## src/rtl/locker_access_ctrl.sv

```systemverilog
// Digital locker access controller: code entry, compare, door/wrong/lockout phases.
// Define LOCKER_ENTRY_TIMEOUT_EN to abort an idle code entry as a wrong attempt.
module locker_access_ctrl #(
    parameter int unsigned CODE_LEN    = 4,
    parameter int unsigned MAX_TRIES   = 3,
    parameter int unsigned OPEN_CYC    = 200,
    parameter int unsigned BUZZ_CYC    = 50,
    parameter int unsigned LOCKOUT_CYC = 1000,
    parameter int unsigned TIMEOUT_CYC = 500
) (
    input  logic                           clock,
    input  logic                           clear_n,
    input  logic [1:0]                     bn,
    input  logic                           bn_valid,
    input  logic [2*CODE_LEN-1:0]          sw,
    input  logic                           relock,
    output logic                           door_open,
    output logic                           led_right,
    output logic                           led_wrong,
    output logic                           buzzer,
    output logic                           locked_out,
    output logic [$clog2(MAX_TRIES+1)-1:0] tries,
    output logic [2:0]                     state
);

    localparam int unsigned TRIES_W = $clog2(MAX_TRIES + 1);
    localparam int unsigned IDX_W   = $clog2(CODE_LEN + 1);
    localparam int unsigned SYM_W   = (CODE_LEN > 1) ? $clog2(CODE_LEN) : 1;
    localparam int unsigned MAX_AB  = (OPEN_CYC > BUZZ_CYC) ? OPEN_CYC : BUZZ_CYC;
    localparam int unsigned MAX_CD  = (LOCKOUT_CYC > TIMEOUT_CYC) ? LOCKOUT_CYC : TIMEOUT_CYC;
    localparam int unsigned MAX_CYC = (MAX_AB > MAX_CD) ? MAX_AB : MAX_CD;
    localparam int unsigned TIMER_W = $clog2(MAX_CYC + 1);

    typedef enum logic [2:0] {
        S_IDLE    = 3'd0,
        S_ENTRY   = 3'd1,
        S_CHECK   = 3'd2,
        S_OPEN    = 3'd3,
        S_WRONG   = 3'd4,
        S_LOCKOUT = 3'd5
    } state_e;

    state_e             state_q, state_d;
    logic [TRIES_W-1:0] tries_q, tries_d;
    logic [IDX_W-1:0]   idx_q, idx_d;
    logic               mis_q, mis_d;
    logic [TIMER_W-1:0] timer_q, timer_d;
    logic [1:0]         code_q [CODE_LEN];
    logic [1:0]         code_d [CODE_LEN];
    logic               door_q, right_q, wrong_q, buzz_q, lock_q;
    logic [1:0]         cur_sym;

    assign cur_sym = code_q[SYM_W'(idx_q)];

    // Next-state, counter and code-register logic
    always_comb begin
        state_d = state_q;
        tries_d = tries_q;
        idx_d   = idx_q;
        mis_d   = mis_q;
        timer_d = timer_q;
        code_d  = code_q;
        case (state_q)
            S_IDLE: begin
                if (bn_valid) begin
                    for (int i = 0; i < int'(CODE_LEN); i++) begin
                        code_d[i] = sw[2*i +: 2];
                    end
                    idx_d   = IDX_W'(1);
                    mis_d   = (bn != sw[1:0]);
                    timer_d = TIMER_W'(TIMEOUT_CYC - 1);
                    state_d = (CODE_LEN == 1) ? S_CHECK : S_ENTRY;
                end
            end
            S_ENTRY: begin
                if (bn_valid) begin
                    mis_d   = mis_q | (bn != cur_sym);
                    idx_d   = idx_q + IDX_W'(1);
                    timer_d = TIMER_W'(TIMEOUT_CYC - 1);
                    if (idx_d == IDX_W'(CODE_LEN)) begin
                        state_d = S_CHECK;
                    end
                end
`ifdef LOCKER_ENTRY_TIMEOUT_EN
                else if (timer_q == '0) begin
                    mis_d   = 1'b1;
                    state_d = S_CHECK;
                end else begin
                    timer_d = timer_q - TIMER_W'(1);
                end
`endif
            end
            S_CHECK: begin
                if (!mis_q) begin
                    tries_d = '0;
                    timer_d = TIMER_W'(OPEN_CYC - 1);
                    state_d = S_OPEN;
                end else begin
                    tries_d = (tries_q == TRIES_W'(MAX_TRIES)) ? tries_q : tries_q + TRIES_W'(1);
                    if (tries_d == TRIES_W'(MAX_TRIES)) begin
                        timer_d = TIMER_W'(LOCKOUT_CYC - 1);
                        state_d = S_LOCKOUT;
                    end else begin
                        timer_d = TIMER_W'(BUZZ_CYC - 1);
                        state_d = S_WRONG;
                    end
                end
            end
            S_OPEN: begin
                if (relock || timer_q == '0) begin
                    state_d = S_IDLE;
                end else begin
                    timer_d = timer_q - TIMER_W'(1);
                end
            end
            S_WRONG: begin
                if (timer_q == '0) begin
                    state_d = S_IDLE;
                end else begin
                    timer_d = timer_q - TIMER_W'(1);
                end
            end
            S_LOCKOUT: begin
                if (timer_q == '0) begin
                    tries_d = '0;
                    state_d = S_IDLE;
                end else begin
                    timer_d = timer_q - TIMER_W'(1);
                end
            end
            default: state_d = S_IDLE;
        endcase
    end

    // State, counters and Moore outputs decoded from the next state
    always_ff @(posedge clock or negedge clear_n) begin
        if (!clear_n) begin
            state_q <= S_IDLE;
            tries_q <= '0;
            idx_q   <= '0;
            mis_q   <= 1'b0;
            timer_q <= '0;
            code_q  <= '{default: '0};
            door_q  <= 1'b0;
            right_q <= 1'b0;
            wrong_q <= 1'b0;
            buzz_q  <= 1'b0;
            lock_q  <= 1'b0;
        end else begin
            state_q <= state_d;
            tries_q <= tries_d;
            idx_q   <= idx_d;
            mis_q   <= mis_d;
            timer_q <= timer_d;
            code_q  <= code_d;
            door_q  <= (state_d == S_OPEN);
            right_q <= (state_d == S_OPEN);
            wrong_q <= (state_d == S_WRONG) || (state_d == S_LOCKOUT);
            buzz_q  <= (state_d == S_WRONG) || (state_d == S_LOCKOUT);
            lock_q  <= (state_d == S_LOCKOUT);
        end
    end

    assign door_open  = door_q;
    assign led_right  = right_q;
    assign led_wrong  = wrong_q;
    assign buzzer     = buzz_q;
    assign locked_out = lock_q;
    assign tries      = tries_q;
    assign state      = 3'(state_q);

endmodule

```

## config.mk

```make
export PLATFORM = sky130hd
export DESIGN_NAME = locker_access_ctrl
export DESIGN_NICKNAME = d
export VERILOG_FILES = /design/src/rtl/locker_access_ctrl.sv
export SDC_FILE = /design/constraint.sdc
export NUM_CORES = 1
export LEC_CHECK = 0
export BUFFER_PORTS_ARGS = -buffer_cell sky130_fd_sc_hd__buf_2
export CAP_MARGIN = 20
export CORE_ASPECT_RATIO = 0.8
export CORE_MARGIN = 4
export CORE_UTILIZATION = 51
export DETAILED_ROUTE_END_ITERATION = 8
export GPL_TIMING_DRIVEN = 0
export MAX_ROUTING_LAYER = met4
export PLACE_DENSITY_LB_ADDON = 0.08
export SETUP_SLACK_MARGIN = 0.3
export SYNTH_ARGS = -nofsm -noshare
export SYNTH_HDL_FRONTEND = slang
export SYNTH_SLANG_ARGS = --single-unit
```

## constraint.sdc

```tcl
create_clock -name clock -period 2.3 [get_ports clock]
set_clock_uncertainty 0.05 [all_clocks]
set_input_delay 0.115 -clock clock [delete_from_list [all_inputs] [get_ports clock]]
set_output_delay 0.115 -clock clock [all_outputs]
set_load 0.02 [all_outputs]
```

==> results of run 1 <==
==> cell type report <==
type	count	area share (%)
Sequential cell	30	33.9
Clock buffer	6	3.73
Timing Repair Buffer	32	9.28
Inverter	9	1.53
Tap cell	40	2.26
Multi-Input combinational cell	123	45.3
Buffer	12	3.96
==> registers in the layout, summed over array words and instances, names as in the netlist <==
register / cells
state: 3
mis_q: 1
locked_out: 1
idx_q: 3
led_right: 1
timer_q: 10
code_q: 8
tries: 2
buzzer: 1
==> cell usage after synthesis (5+ instances only) <==
cell type and number:
sky130_fd_sc_hd__a21oi_1 7, sky130_fd_sc_hd__clkbuf_1 6, sky130_fd_sc_hd__dfrtp_1 30, sky130_fd_sc_hd__inv_1 9, sky130_fd_sc_hd__mux2_2 9, sky130_fd_sc_hd__nand2_1 11, sky130_fd_sc_hd__nand3_1 5, sky130_fd_sc_hd__nor2_1 9
sky130_fd_sc_hd__o21ai_0 8, sky130_fd_sc_hd__o22ai_1 6
==> metrics by stage <==
step                      utilization, %  cells  hold slack [ns]  setup WS (ns)  instance area, sq um
after detailed placement            60.8    237            0.143         -0.160                  1960
final                               68.7    252           0.0198        -0.0165                  2210
after floorplan                        -    174           -0.231        -0.0500                  1790
after CTS                           67.0    250           0.0142        -0.0181                  2160
after global placement              60.8    237            0.136         -0.145                  1960
after global routing                68.7    252           0.0150        -0.0665                  2210
==> power by group <==
group	switching, mW	internal (mW)	leakage, nW
Combinational	0.671	0.582	0.568
Clock	0.185	0.230	0.0431
Sequential	0.171	0.728	0.359
Total	1.03	1.54	0.970
==> cell families after synthesis <==
group / count (synthesis) / share of synthesized area, %
flip-flops: 30 / 42.2
AND/OR/NAND/NOR: 52 / 16.9
multiplexers: 12 / 8.78
adder cells (fa/ha/maj): 3 / 2.11
XOR/XNOR: 4 / 1.97
AO/OA/AOI/OAI: 52 / 21.5
buffers and inverters: 21 / 6.53
==> timing repair <==
action                                 in CTS  in global routing
hold buffers                                1                  0
gates resized for setup                    10                 12
gates cloned                                1                  0
pin swaps                                   6                  5
buffers inserted                            5                  2
setup endpoints to repair                  26                 26
endpoints found under the hold margin      30                  0
==> critical path, delay by kind of cell, from the launching register on <==
kind	cells	cell delay (ns)
AO/OA/AOI/OAI	1	0.22
adder cells (fa/ha/maj)	1	0.12
buffers and inverters	3	0.37
AND/OR/NAND/NOR	3	1.06
flip-flops	1	0.39
==> routing by layer <==
| metal | vias to the layer above | routed length, um |
|---|---|---|
| li1 | 734 | - |
| met1 | 773 | 1880 |
| met2 | 66 | 2040 |
| met3 | 13 | 319 |
| met4 | 0 | 98 |
| met5 | - | 0 |
==> final timing paths <==
kind | to | slack (ns)
worst max-delay path | locked_out | -0.02
worst min-delay path | code_q[2] | 0.02
worst max register to register | locked_out | -0.02
worst min register to register | idx_q[2] | 0.45
max in group asynchronous | timer_q[1] | 1.39
min in group asynchronous | timer_q[9] | 0.36
==> summary.txt, run 1 <==
Global routing
  • Largest net degree at the start of global routing: 31
  • Grt ovf: 0
  • Most Crowded Layer GR: met2
  • Global routing usage on met3: 4.47%
  • All-Layer GR Usage: 22.6%
  • Via count of the first global-routing pass: 1,598
  • Met1 Resource Use GR: 29.4%
  • Grt met2 use: 33.6%
  • Wire length of the first global-routing pass: 7330 um
  • Initial antenna violation count: 0

Worst setup path
  • Classification of the worst setup path: reg -> reg
  • Maximum net fanout on the critical path: 6
  • Most frequent CP cell: sky130_fd_sc_hd__buf_6
  • Logic depth of the worst register-to-register path: 8
  • R2r startpoint: timer_q[0]
  • Data arrival time of the worst path: 2.44 ns
  • Critical Path Max Stage Delay: 0.47 ns
  • CP Launch Point: timer_q[0]
  • Slowest CP cell: sky130_fd_sc_hd__or4_4
  • Required time of the worst setup path: 2.42 ns
  • Launching element type of the critical path: register
  • Critical-path cell list: inv_2 -> ha_4 -> or4b_4 -> buf_6 -> or4_4 -> buf_6 -> a31o_4 -> and2_4
  • Worst Setup End Kind: register

Logic synthesis
  • Number of standard cells after synthesis: 174
  • Library cell with the largest summed area after synthesis: sky130_fd_sc_hd__dfrtp_1
  • Number of flops mapped to enable cells by yosys: 0
  • Total nets after synthesis: 191
  • Top cells by area, synth: sky130_fd_sc_hd__dfrtp_1, sky130_fd_sc_hd__mux2_2, sky130_fd_sc_hd__buf_6, sky130_fd_sc_hd__mux4_2, sky130_fd_sc_hd__nand2_1
  • Share of the synthesized area in the top cell type: 42.2%
  • Number of warning messages in the yosys log: 0
  • Count of distinct cell types in the synthesized netlist: 48
  • Sequential area share after synthesis: 42.2%
  • Synth Register Bits: 30
  • Syn avg cell area: 10.2 sq um
  • Fraction of synthesis flops using an asynchronous set or reset pin: 100%
  • Prevailing post-synth register cell: sky130_fd_sc_hd__dfrtp_1
  • Summed instance area of the synthesized netlist: 0.00178 sq mm

Cells and area
  • Diodes inserted: 0
  • Commonest non-fill, non-tap cells in the layout: sky130_fd_sc_hd__dfrtp_1, sky130_fd_sc_hd__buf_2, sky130_fd_sc_hd__mux2_2, sky130_fd_sc_hd__buf_4, sky130_fd_sc_hd__nand2_1
  • Multi-input gate area: 0.00100 sq mm
  • Share of final-layout standard cells stronger than drive strength 1: 37.3%
  • Number of filler cells placed in the layout: 265
  • Area Growth Syn to Fin: 24.2%
  • Final net count: 230
  • Most common library cell in the layout ignoring fill and taps: sky130_fd_sc_hd__dfrtp_1
  • Area taken by flip-flops and latches: 751 sq um

Hold path
  • Startpoint of the lowest-slack hold path: sw[4]
  • Class of the tightest hold or removal check: in -> reg
  • Hold Crit Depth: 2

Floorplanning
  • Standard-cell row count: 18
  • Top-level I/O count: 24
  • Chip height: 60.8 um
  • Effective utilization at floorplan: 55.3%
  • Die span in x: 74.1 um
  • Std-Cell Core Area: 0.00322 sq mm
  • Die area: 0.00451 sq mm

Timing
  • Final clock period utilization by the worst path: 101%
  • Setup slack after layout: -0.0165 ns
  • Relative slew margins: 53.3%
  • Clock period minus final worst setup slack: 2.32 ns
  • Final TNS setup: -0.0256 ns
  • Final hold viol count: 0
  • Transition at the pin with the smallest max-transition slack: 0.699 ns
  • Slew Viols, Final: 0
  • RSZ-0062 raised after global routing: yes
  • Total setup violations reported at the end of the flow: 2
  • Fmax: 0.432 GHz

Route
  • Routed via count: 1,586
  • Iter 0 DRT Violations: 142
  • Remaining DRCs: 0
  • Remaining antenna violation count after routing: 0
  • Initial DRT Pass Iterations: 4
  • Mean number of vias per cell: 6.29
  • Routed WL per cell: 17.2 um
  • Wire length after detailed routing: 4340 um

Placed design
  • Half-perimeter wire length after placement: 2930 um
  • Port buffer count: 23
  • Final RePlAce weighted congestion: 0.907

Clock tree
  • Clk sinks: 30
  • H-Tree Level Count: 2
  • Clock root buffer: sky130_fd_sc_hd__clkbuf_8
  • TritonCTS clock tree: built
  • Buffers from clock root to sink, at most: 2
  • Inserted Clock Buffers: 5
  • Insertion delay of the later-clocked pin in the worst-skew pair: 0.28 ns
  • Clock input transition at the sequential cells of the worst setup and hold paths: 0.06 ns

Flow run
  • Reported max-cap violation count: 0

Power
  • Largest vdd supply drop: 0.674 mV
  • Overall Power: 2.57 mW
  • Static Leak: 0.970 nW
  • Power density normalized to cell area: 1160 mW/mm^2

Status
  • Result of the run: finished, violations left
  • Violations in the final reports: setup timing
No activity file was read; power rests on OpenSTA's default activity.
==> inputs of run 2 (changes only) <==
--- a/config.mk
+++ b/config.mk
@@ -5,6 +5,7 @@
 export SDC_FILE = /design/constraint.sdc
 export NUM_CORES = 1
 export LEC_CHECK = 0
+export ABC_AREA = 1
 export BUFFER_PORTS_ARGS = -buffer_cell sky130_fd_sc_hd__buf_2
 export CAP_MARGIN = 20
 export CORE_ASPECT_RATIO = 0.8
==> run 2 against run 1 <==
  * The run now ends clean
  * Sequential power rose by 7.5%
  * Sequential share of layout area rose by 3.4 points
  * Die area fell by 1.9%
  * Combinational power barely moved
  * Synthesized cell count rose by 34%
  * Cell count rose by 21%
  * Flip-flop and latch count did not move
  * Design area fell by 9.2%
  * Area after synthesis fell by 2.2%
==> summary.txt, run 2 <==
Worst setup path
  • Worst Setup End Kind: register
  • Data arrival time of the worst path: 1.89 ns (-0.55 ns)
  • Required time of the worst setup path: 2.42 ns (about the same)
  • Classification of the worst setup path: reg -> reg
  • Buffers & Inverters on Critical Path: 2 (-1)
  • Critical-path cell list: inv_1 -> ha_1 -> nand2_2 -> nor2_4 -> nand2_4 -> nand2_1 -> nand2_2 -> nand2_4 -> buf_6 -> o21ai_0
  • Worst reg2reg setup slack: 0.52 ns (+0.54 ns)
  • Critical Path Max Stage Delay: 0.38 ns (-0.09 ns)
  • Slowest CP cell: sky130_fd_sc_hd__dfrtp_1
  • Launching element type of the critical path: register
  • Largest delay share family, worst path: simple AND/OR/NAND/NOR gates
  • Maximum net fanout on the critical path: 10 (+4)

Floorplanning
  • Die span in x: 73.3 um (-0.98%)
  • Effective utilization at floorplan: 54.8% (-0.44 points)
  • Standard-cell row count: 18 (unchanged)
  • Chip height: 60.3 um (-0.95%)
  • Die area: 0.00442 sq mm (-1.9%)
  • Top-level I/O count: 24 (unchanged)
  • Std-Cell Core Area: 0.00318 sq mm (-1.4%)

Logic synthesis
  • Leading cell types by count after synthesis: sky130_fd_sc_hd__nand2_1, sky130_fd_sc_hd__inv_1, sky130_fd_sc_hd__dfrtp_1
  • Sequential area share after synthesis: 43.1% (+0.94 points)
  • Library cell with the largest summed area after synthesis: sky130_fd_sc_hd__dfrtp_1
  • Number of warning messages in the yosys log: 0 (unchanged)
  • Prevailing post-synth register cell: sky130_fd_sc_hd__dfrtp_1
  • Summed instance area of the synthesized netlist: 0.00174 sq mm (-2.2%)
  • Count of distinct cell types in the synthesized netlist: 24 (-50%)
  • Share of the synthesized area in the top cell type: 43.1% (+0.94 points)
  • Top cells by area, synth: sky130_fd_sc_hd__dfrtp_1, sky130_fd_sc_hd__nand2_1, sky130_fd_sc_hd__inv_1, sky130_fd_sc_hd__nand3_1, sky130_fd_sc_hd__nor2_1
  • Number of flops mapped to enable cells by yosys: 0 (unchanged)
  • Number of standard cells after synthesis: 233 (+34%)
  • Syn avg cell area: 7.47 sq um (-27%)
  • Fraction of synthesis flops using an asynchronous set or reset pin: 100% (unchanged)
  • Most common cell in the synthesized netlist: sky130_fd_sc_hd__nand2_1
  • Total nets after synthesis: 250 (+31%)
  • Synth Register Bits: 30 (unchanged)

Clock tree
  • Clock input transition at the sequential cells of the worst setup and hold paths: 0.07 ns (about the same)
  • H-Tree Level Count: 2 (unchanged)
  • Setup fix buffers added after clock tree synthesis: 0 (-5)
  • Inserted Clock Buffers: 5 (unchanged)
  • Clock root buffer: sky130_fd_sc_hd__clkbuf_8
  • Buffers from clock root to sink, at most: 2 (unchanged)
  • # resized after CTS: 0 (-10)
  • TritonCTS clock tree: built
  • CTS hold repair buffers: 1 (unchanged)
  • Clk sinks: 30 (unchanged)
  • Insertion delay of the later-clocked pin in the worst-skew pair: 0.28 ns (about the same)

Cells and area
  • Most common library cell in the layout ignoring fill and taps: sky130_fd_sc_hd__nand2_1
  • Final net count: 281 (+22%)
  • Leading registers by flop count: timer_q (10), code_q (8)
  • Max reg flops: 10 (unchanged)
  • Area Growth Syn to Fin: 15.3%
  • Share of final-layout standard cells stronger than drive strength 1: 19.2% (-18 points)
  • Diodes inserted: 0 (unchanged)
  • Commonest non-fill, non-tap cells in the layout: sky130_fd_sc_hd__nand2_1, sky130_fd_sc_hd__inv_1, sky130_fd_sc_hd__dfrtp_1, sky130_fd_sc_hd__nor2_1
  • Top reg by flops: timer_q

Global routing
  • Via count of the first global-routing pass: 1,344 (-16%)
  • Grt ovf: 0 (unchanged)
  • Wire length of the first global-routing pass: 6150 um (-16%)
  • Initial antenna violation count: 0 (unchanged)
  • All-Layer GR Usage: 19.3% (-3.2 points)
  • Largest net degree at the start of global routing: 31 (unchanged)

Placed design
  • Final RePlAce weighted congestion: 0.878 (-3.2%)
  • Placement-stage worst setup slack: 0.572 ns (+0.732 ns)
  • Port buffer count: 23 (unchanged)
  • Half-perimeter wire length after placement: 2580 um (-12%)

Route
  • Routed via count: 1,490 (-6.1%)
  • Iter 0 DRT Violations: 97 (-32%)
  • Mean number of vias per cell: 4.89 (-22%)
  • Initial DRT Pass Iterations: 4 (unchanged)
  • Routed WL per cell: 11.6 um (-32%)
  • Remaining DRCs: 0 (unchanged)
  • Remaining antenna violation count after routing: 0 (unchanged)
  • Wire length after detailed routing: 3550 um (-18%)

Timing
  • Transition at the pin with the smallest max-transition slack: 0.651 ns (-0.0478 ns)
  • Final clock period utilization by the worst path: 77.3% (-23 points)
  • Total setup violations reported at the end of the flow: 0 (-2)
  • Fmax: 0.563 GHz (+30%)
  • RSZ-0062 raised after global routing: no
  • Setup slack after layout: 0.523 ns (+0.539 ns)
  • Slew Viols, Final: 0 (unchanged)
  • Relative slew margins: 56.6% (+3.3 points)
  • Clock period minus final worst setup slack: 1.78 ns (-0.539 ns)
  • Final hold viol count: 0 (unchanged)
  • Final TNS setup: 0 ns (+0.0256 ns)

Status
  • Result of the run: completed

Power
  • Static Leak: 1.10 nW (+13%)
  • Largest vdd supply drop: 0.694 mV (+3.1%)
  • Power density normalized to cell area: 1320 mW/mm^2 (+14%)

Flow run
  • Reported max-cap violation count: 0 (unchanged)

Hold path
  • Class of the tightest hold or removal check: in -> reg
## run 2: changes by cell type after synthesis, moves of 5 or more
cell                       before  now
sky130_fd_sc_hd__nor2_1         9   29
sky130_fd_sc_hd__inv_1          9   31
sky130_fd_sc_hd__nand2_1       11   67
sky130_fd_sc_hd__o22ai_1        6    1
sky130_fd_sc_hd__nand3_1        5   23
sky130_fd_sc_hd__nand2_2        0    5
sky130_fd_sc_hd__o21ai_1        0    5
sky130_fd_sc_hd__clkbuf_1       6    0
## run 2: cell type report
class,count,area [sq um]
tap,40,50.0
timing repair buffer,24,125
clock inverter,1,5.00
fill,279,1170
clock buffer,7,86.3
multi-input combinational,169,848
inverter,31,116
sequential,30,751
buffer,3,26.3
## run 2: report_power, final
group	internal [mW]	switching (mW)	total [mW]	leakage [nW]
sequential	0.762	0.204	0.966	0.367
clock	0.241	0.193	0.434	0.0482
combinational	0.485	0.769	1.25	0.680
total	1.49	1.17	2.65	1.10
## run 2: final timing paths
check	endpoint	from	cells after the start
worst max-delay path	timer_q[0]	timer_q[0]	10
worst min-delay path	code_q[2]	sw[4]	2
worst max register to register	timer_q[0]	timer_q[0]	10
worst min register to register	timer_q[0]	timer_q[0]	2
max in group asynchronous	code_q[6]	clear_n	2
min in group asynchronous	locked_out	clear_n	2
## run 2: per-stage QoR
stage,area [sq um],hold slack (ns),utilization (%),total power [mW],instances
CTS,2010,0.0112,63.2,2.67,305
detailed placement,1910,0.136,60.0,2.21,296
global route,2010,0.0153,63.2,2.93,305
finish,2010,0.0163,63.2,2.65,305
floorplan,1740,-0.231,-,1.90,233
global placement,1910,0.141,60.0,2.19,296
## run 2: cell families (layout without fill, tap and decap cells)
| logic type | after synthesis | in the layout | synth area share, % |
|---|---|---|---|
| buffers and inverters | 34 | 66 | 8.19 |
| adder cells (fa/ha/maj) | 3 | 3 | 2.16 |
| XOR/XNOR | 3 | 3 | 1.51 |
| multiplexers | 8 | 8 | 5.17 |
| flip-flops | 30 | 30 | 43.1 |
| AO/OA/AOI/OAI | 23 | 23 | 6.97 |
| AND/OR/NAND/NOR | 132 | 132 | 32.9 |
## run 2: layer usage
layer | track usage (%) | part of all wire [%] | vias to the layer above
li1 | - | - | 793
met1 | 27.2 | 52 | 650
met2 | 26.6 | 39 | 42
met3 | 6.05 | 8.3 | 5
met4 | 5.43 | 0.96 | 0
met5 | - | 0 | -
==> inputs of run 3 (changes only) <==
--- a/config.mk
+++ b/config.mk
@@ -10,7 +10,7 @@
 export CAP_MARGIN = 20
 export CORE_ASPECT_RATIO = 0.8
 export CORE_MARGIN = 4
-export CORE_UTILIZATION = 51
+export CORE_UTILIZATION = 55
 export DETAILED_ROUTE_END_ITERATION = 8
 export GPL_TIMING_DRIVEN = 0
 export MAX_ROUTING_LAYER = met4
==> constraint.sdc (replaced) <==
create_clock -name clock -period 1.7 [get_ports clock]
set_clock_uncertainty 0.05 [all_clocks]
set_input_delay 0.085 -clock clock [delete_from_list [all_inputs] [get_ports clock]]
set_output_delay 0.085 -clock clock [all_outputs]
set_load 0.02 [all_outputs]
==> run 3 against run 2 <==
  * Cell count grew 5.6%
  * Fmax grew 14%
  * Wire length is 15% higher
  * Worst hold slack got worse by 0.015 ns
  * Global-route usage rose by 2.9 points
  * Critical endpoint is now timer_q[3]
  * Largest cell class unchanged
  * Highest routed layer unchanged
==> summary.txt, run 3 (synthesized netlist as in run 2, its figures left out) <==
Worst setup path
  • Worst reg2reg setup slack: 0.15 ns (-0.38 ns)
  • Classification of the worst setup path: reg -> reg
  • Terminus of the critical flop-to-flop path: timer_q[3]
  • Launching element type of the critical path: register
  • R2r startpoint: timer_q[0]
  • Worst Setup End Kind: register
  • Required time of the worst setup path: 1.85 ns (-0.57 ns)
  • Maximum net fanout on the critical path: 7 (-3)
  • Logic depth of the worst register-to-register path: 11 (+1)
  • Data arrival time of the worst path: 1.70 ns (-0.19 ns)

Cells and area
  • Final Non-Filler Cells: 322 (+5.6%)
  • Area Growth Syn to Fin: 31.0%
  • Multi-input gate area: 942 sq um (+11%)
  • Most common library cell in the layout ignoring fill and taps: sky130_fd_sc_hd__nand2_1
  • Number of filler cells placed in the layout: 220 (-21%)
  • Commonest non-fill, non-tap cells in the layout: sky130_fd_sc_hd__nand2_1, sky130_fd_sc_hd__inv_1, sky130_fd_sc_hd__dfrtp_1, sky130_fd_sc_hd__buf_2
  • Max reg flops: 10 (unchanged)
  • Diodes inserted: 0 (unchanged)
  • Share of final-layout standard cells stronger than drive strength 1: 32.7% (+14 points)
  • Leading registers by flop count: timer_q (10), code_q (8)
  • Area taken by flip-flops and latches: 757 sq um (+0.83%)
  • Final net count: 300 (+6.8%)
  • Top reg by flops: timer_q

Placed design
  • Half-perimeter wire length after placement: 2710 um (+5.1%)
  • Placed cell count: 294 (-0.68%)
  • Port buffer count: 23 (unchanged)
  • Final RePlAce weighted congestion: 0.862 (-1.9%)

Clock tree
  • Clk sinks: 30 (unchanged)
  • Inserted Clock Buffers: 5 (unchanged)
  • Clock input transition at the sequential cells of the worst setup and hold paths: 0.07 ns (about the same)
  • Clock root buffer: sky130_fd_sc_hd__clkbuf_8
  • TritonCTS clock tree: built
  • Insertion delay of the later-clocked pin in the worst-skew pair: 0.28 ns (about the same)
  • Buffers from clock root to sink, at most: 2 (unchanged)
  • H-Tree Level Count: 2 (unchanged)

Floorplanning
  • Std-Cell Core Area: 0.00289 sq mm (-8.9%)
  • Die span in x: 70.9 um (-3.3%)
  • Die area: 0.00414 sq mm (-6.4%)
  • Effective utilization at floorplan: 60.2% (+5.4 points)
  • Standard-cell row count: 17 (-1)
  • Chip height: 58.3 um (-3.2%)
  • Top-level I/O count: 24 (unchanged)

Global routing
  • All-Layer GR Usage: 22.2% (+2.9 points)
  • Grt ovf: 0 (unchanged)
  • Wire length of the first global-routing pass: 6980 um (+13%)
  • Largest net degree at the start of global routing: 31 (unchanged)
  • Initial antenna violation count: 0 (unchanged)
  • Via count of the first global-routing pass: 1,504 (+12%)

Route
  • Routed WL per cell: 12.7 um (+9.1%)
  • Remaining DRCs: 0 (unchanged)
  • Remaining antenna violation count after routing: 0 (unchanged)
  • Routed via count: 1,637 (+9.9%)
  • Iter 0 DRT Violations: 163 (+68%)
  • Mean number of vias per cell: 5.08 (+4.1%)
  • Wire length after detailed routing: 4090 um (+15%)
  • Initial DRT Pass Iterations: 4 (unchanged)

Timing
  • Fmax: 0.644 GHz (+14%)
  • Final TNS setup: 0 ns (unchanged)
  • Clock period minus final worst setup slack: 1.55 ns (-0.224 ns)
  • Slew Viols, Final: 0 (unchanged)
  • Final hold viol count: 0 (unchanged)
  • Transition at the pin with the smallest max-transition slack: 0.665 ns (+0.0133 ns)
  • Total setup violations reported at the end of the flow: 0 (unchanged)
  • RSZ-0062 raised after global routing: yes
  • Final clock period utilization by the worst path: 91.3% (+14 points)
  • Relative slew margins: 55.7% (-0.89 points)

Power
  • Largest vdd supply drop: 1.19 mV (+71%)
  • Part of the power in the clock network: 17.1% (+0.8 points)
  • Power Internal: 2.36 mW (+58%)
  • Overall Power: 4.15 mW (+56%)
  • Power density normalized to cell area: 1820 mW/mm^2 (+37%)
  • Static Leak: 1.20 nW (+9.3%)
  • Switching part of the total power: 43.2% (-0.74 points)
  • Net switching power: 1.79 mW (+54%)
  • Share of total power in sequential cells: 31.9% (-4.5 points)
  • Share of total power in combinational logic: 51.0% (+3.7 points)

Flow run
  • Reported max-cap violation count: 0 (unchanged)

Hold path
  • Hold Crit Depth: 2 (unchanged)
  • Hold endpoint: code_q[2]
  • Class of the tightest hold or removal check: in -> reg
  • Startpoint of the lowest-slack hold path: sw[4]

Status
  • Result of the run: completed
[run 3: power groups by stage]
stage	Clock [mW]	Combinational (mW)	Sequential (mW)
3_5_place_dp	0	1.73	1.32
4_1_cts	0.713	1.90	1.31
3_3_place_gp	0	1.69	1.32
2_1_floorplan	0	1.27	1.34
6_report	0.710	2.11	1.32
5_1_grt	0.756	2.40	1.37
[run 3: layout make-up]
| type | count | share of cell area, % |
|---|---|---|
| clock buffer | 5 | 3.02 |
| inverter | 31 | 5.10 |
| multi-input combinational | 169 | 41.3 |
| tap | 38 | 2.08 |
| clock inverter | 3 | 1.75 |
| timing repair buffer | 43 | 12.4 |
| buffer | 3 | 1.15 |
| sequential | 30 | 33.2 |
[run 3: worst max path at each step]
stage | start | to | slack (ns)
CTS | timer_q[0] | timer_q[1] | 0.15
detailed placement | timer_q[1] | timer_q[8] | 0.13
floorplan | timer_q[1] | timer_q[2] | 0.29
global placement | timer_q[1] | timer_q[7] | 0.15
global route | timer_q[6] | timer_q[3] | 0.04
finish | timer_q[0] | timer_q[3] | 0.15
[run 3: critical path: stages, from the launching register on]
cell	delay (ns)
sky130_fd_sc_hd__dfrtp_1	0.40
sky130_fd_sc_hd__inv_2	0.08
sky130_fd_sc_hd__ha_4	0.15
sky130_fd_sc_hd__nand2_4	0.05
sky130_fd_sc_hd__nor2_4	0.12
sky130_fd_sc_hd__nand2_4	0.09
sky130_fd_sc_hd__nand2_2	0.07
sky130_fd_sc_hd__nand2_2	0.06
sky130_fd_sc_hd__nand2_4	0.12
sky130_fd_sc_hd__buf_4	0.13
sky130_fd_sc_hd__nand2_1	0.05
sky130_fd_sc_hd__o21ai_1	0.09
[run 3: timing repair]
item / in CTS / in global routing
setup buffers: 5 / 8
pin swaps: 5 / 9
endpoints found under the setup margin: 24 / 29
hold buffers: 6 / 0
gates resized for setup: 13 / 20
endpoints found under the hold margin: 35 / 0
gates cloned: 1 / 0
[run 3: metrics by stage]
stage,hold WS (ns),utilization [%],cell area [sq um],setup slack [ns]
2_1_floorplan,-0.261,-,1770,0.289
3_3_place_gp,0.107,66.7,1930,0.149
3_5_place_dp,0.113,66.7,1930,0.133
4_1_cts,0.00806,75.0,2170,0.151
5_1_grt,0.00311,78.9,2280,0.0385
6_report,0.00139,78.9,2280,0.147
[run 3: routing by layer]
layer	global-route usage, %	part of all wire [%]	wire length (um)
met5	-	0	0
met4	8.31	1.6	67
met3	4.61	6.4	260
met2	32.2	46	1890
met1	30.8	46	1870
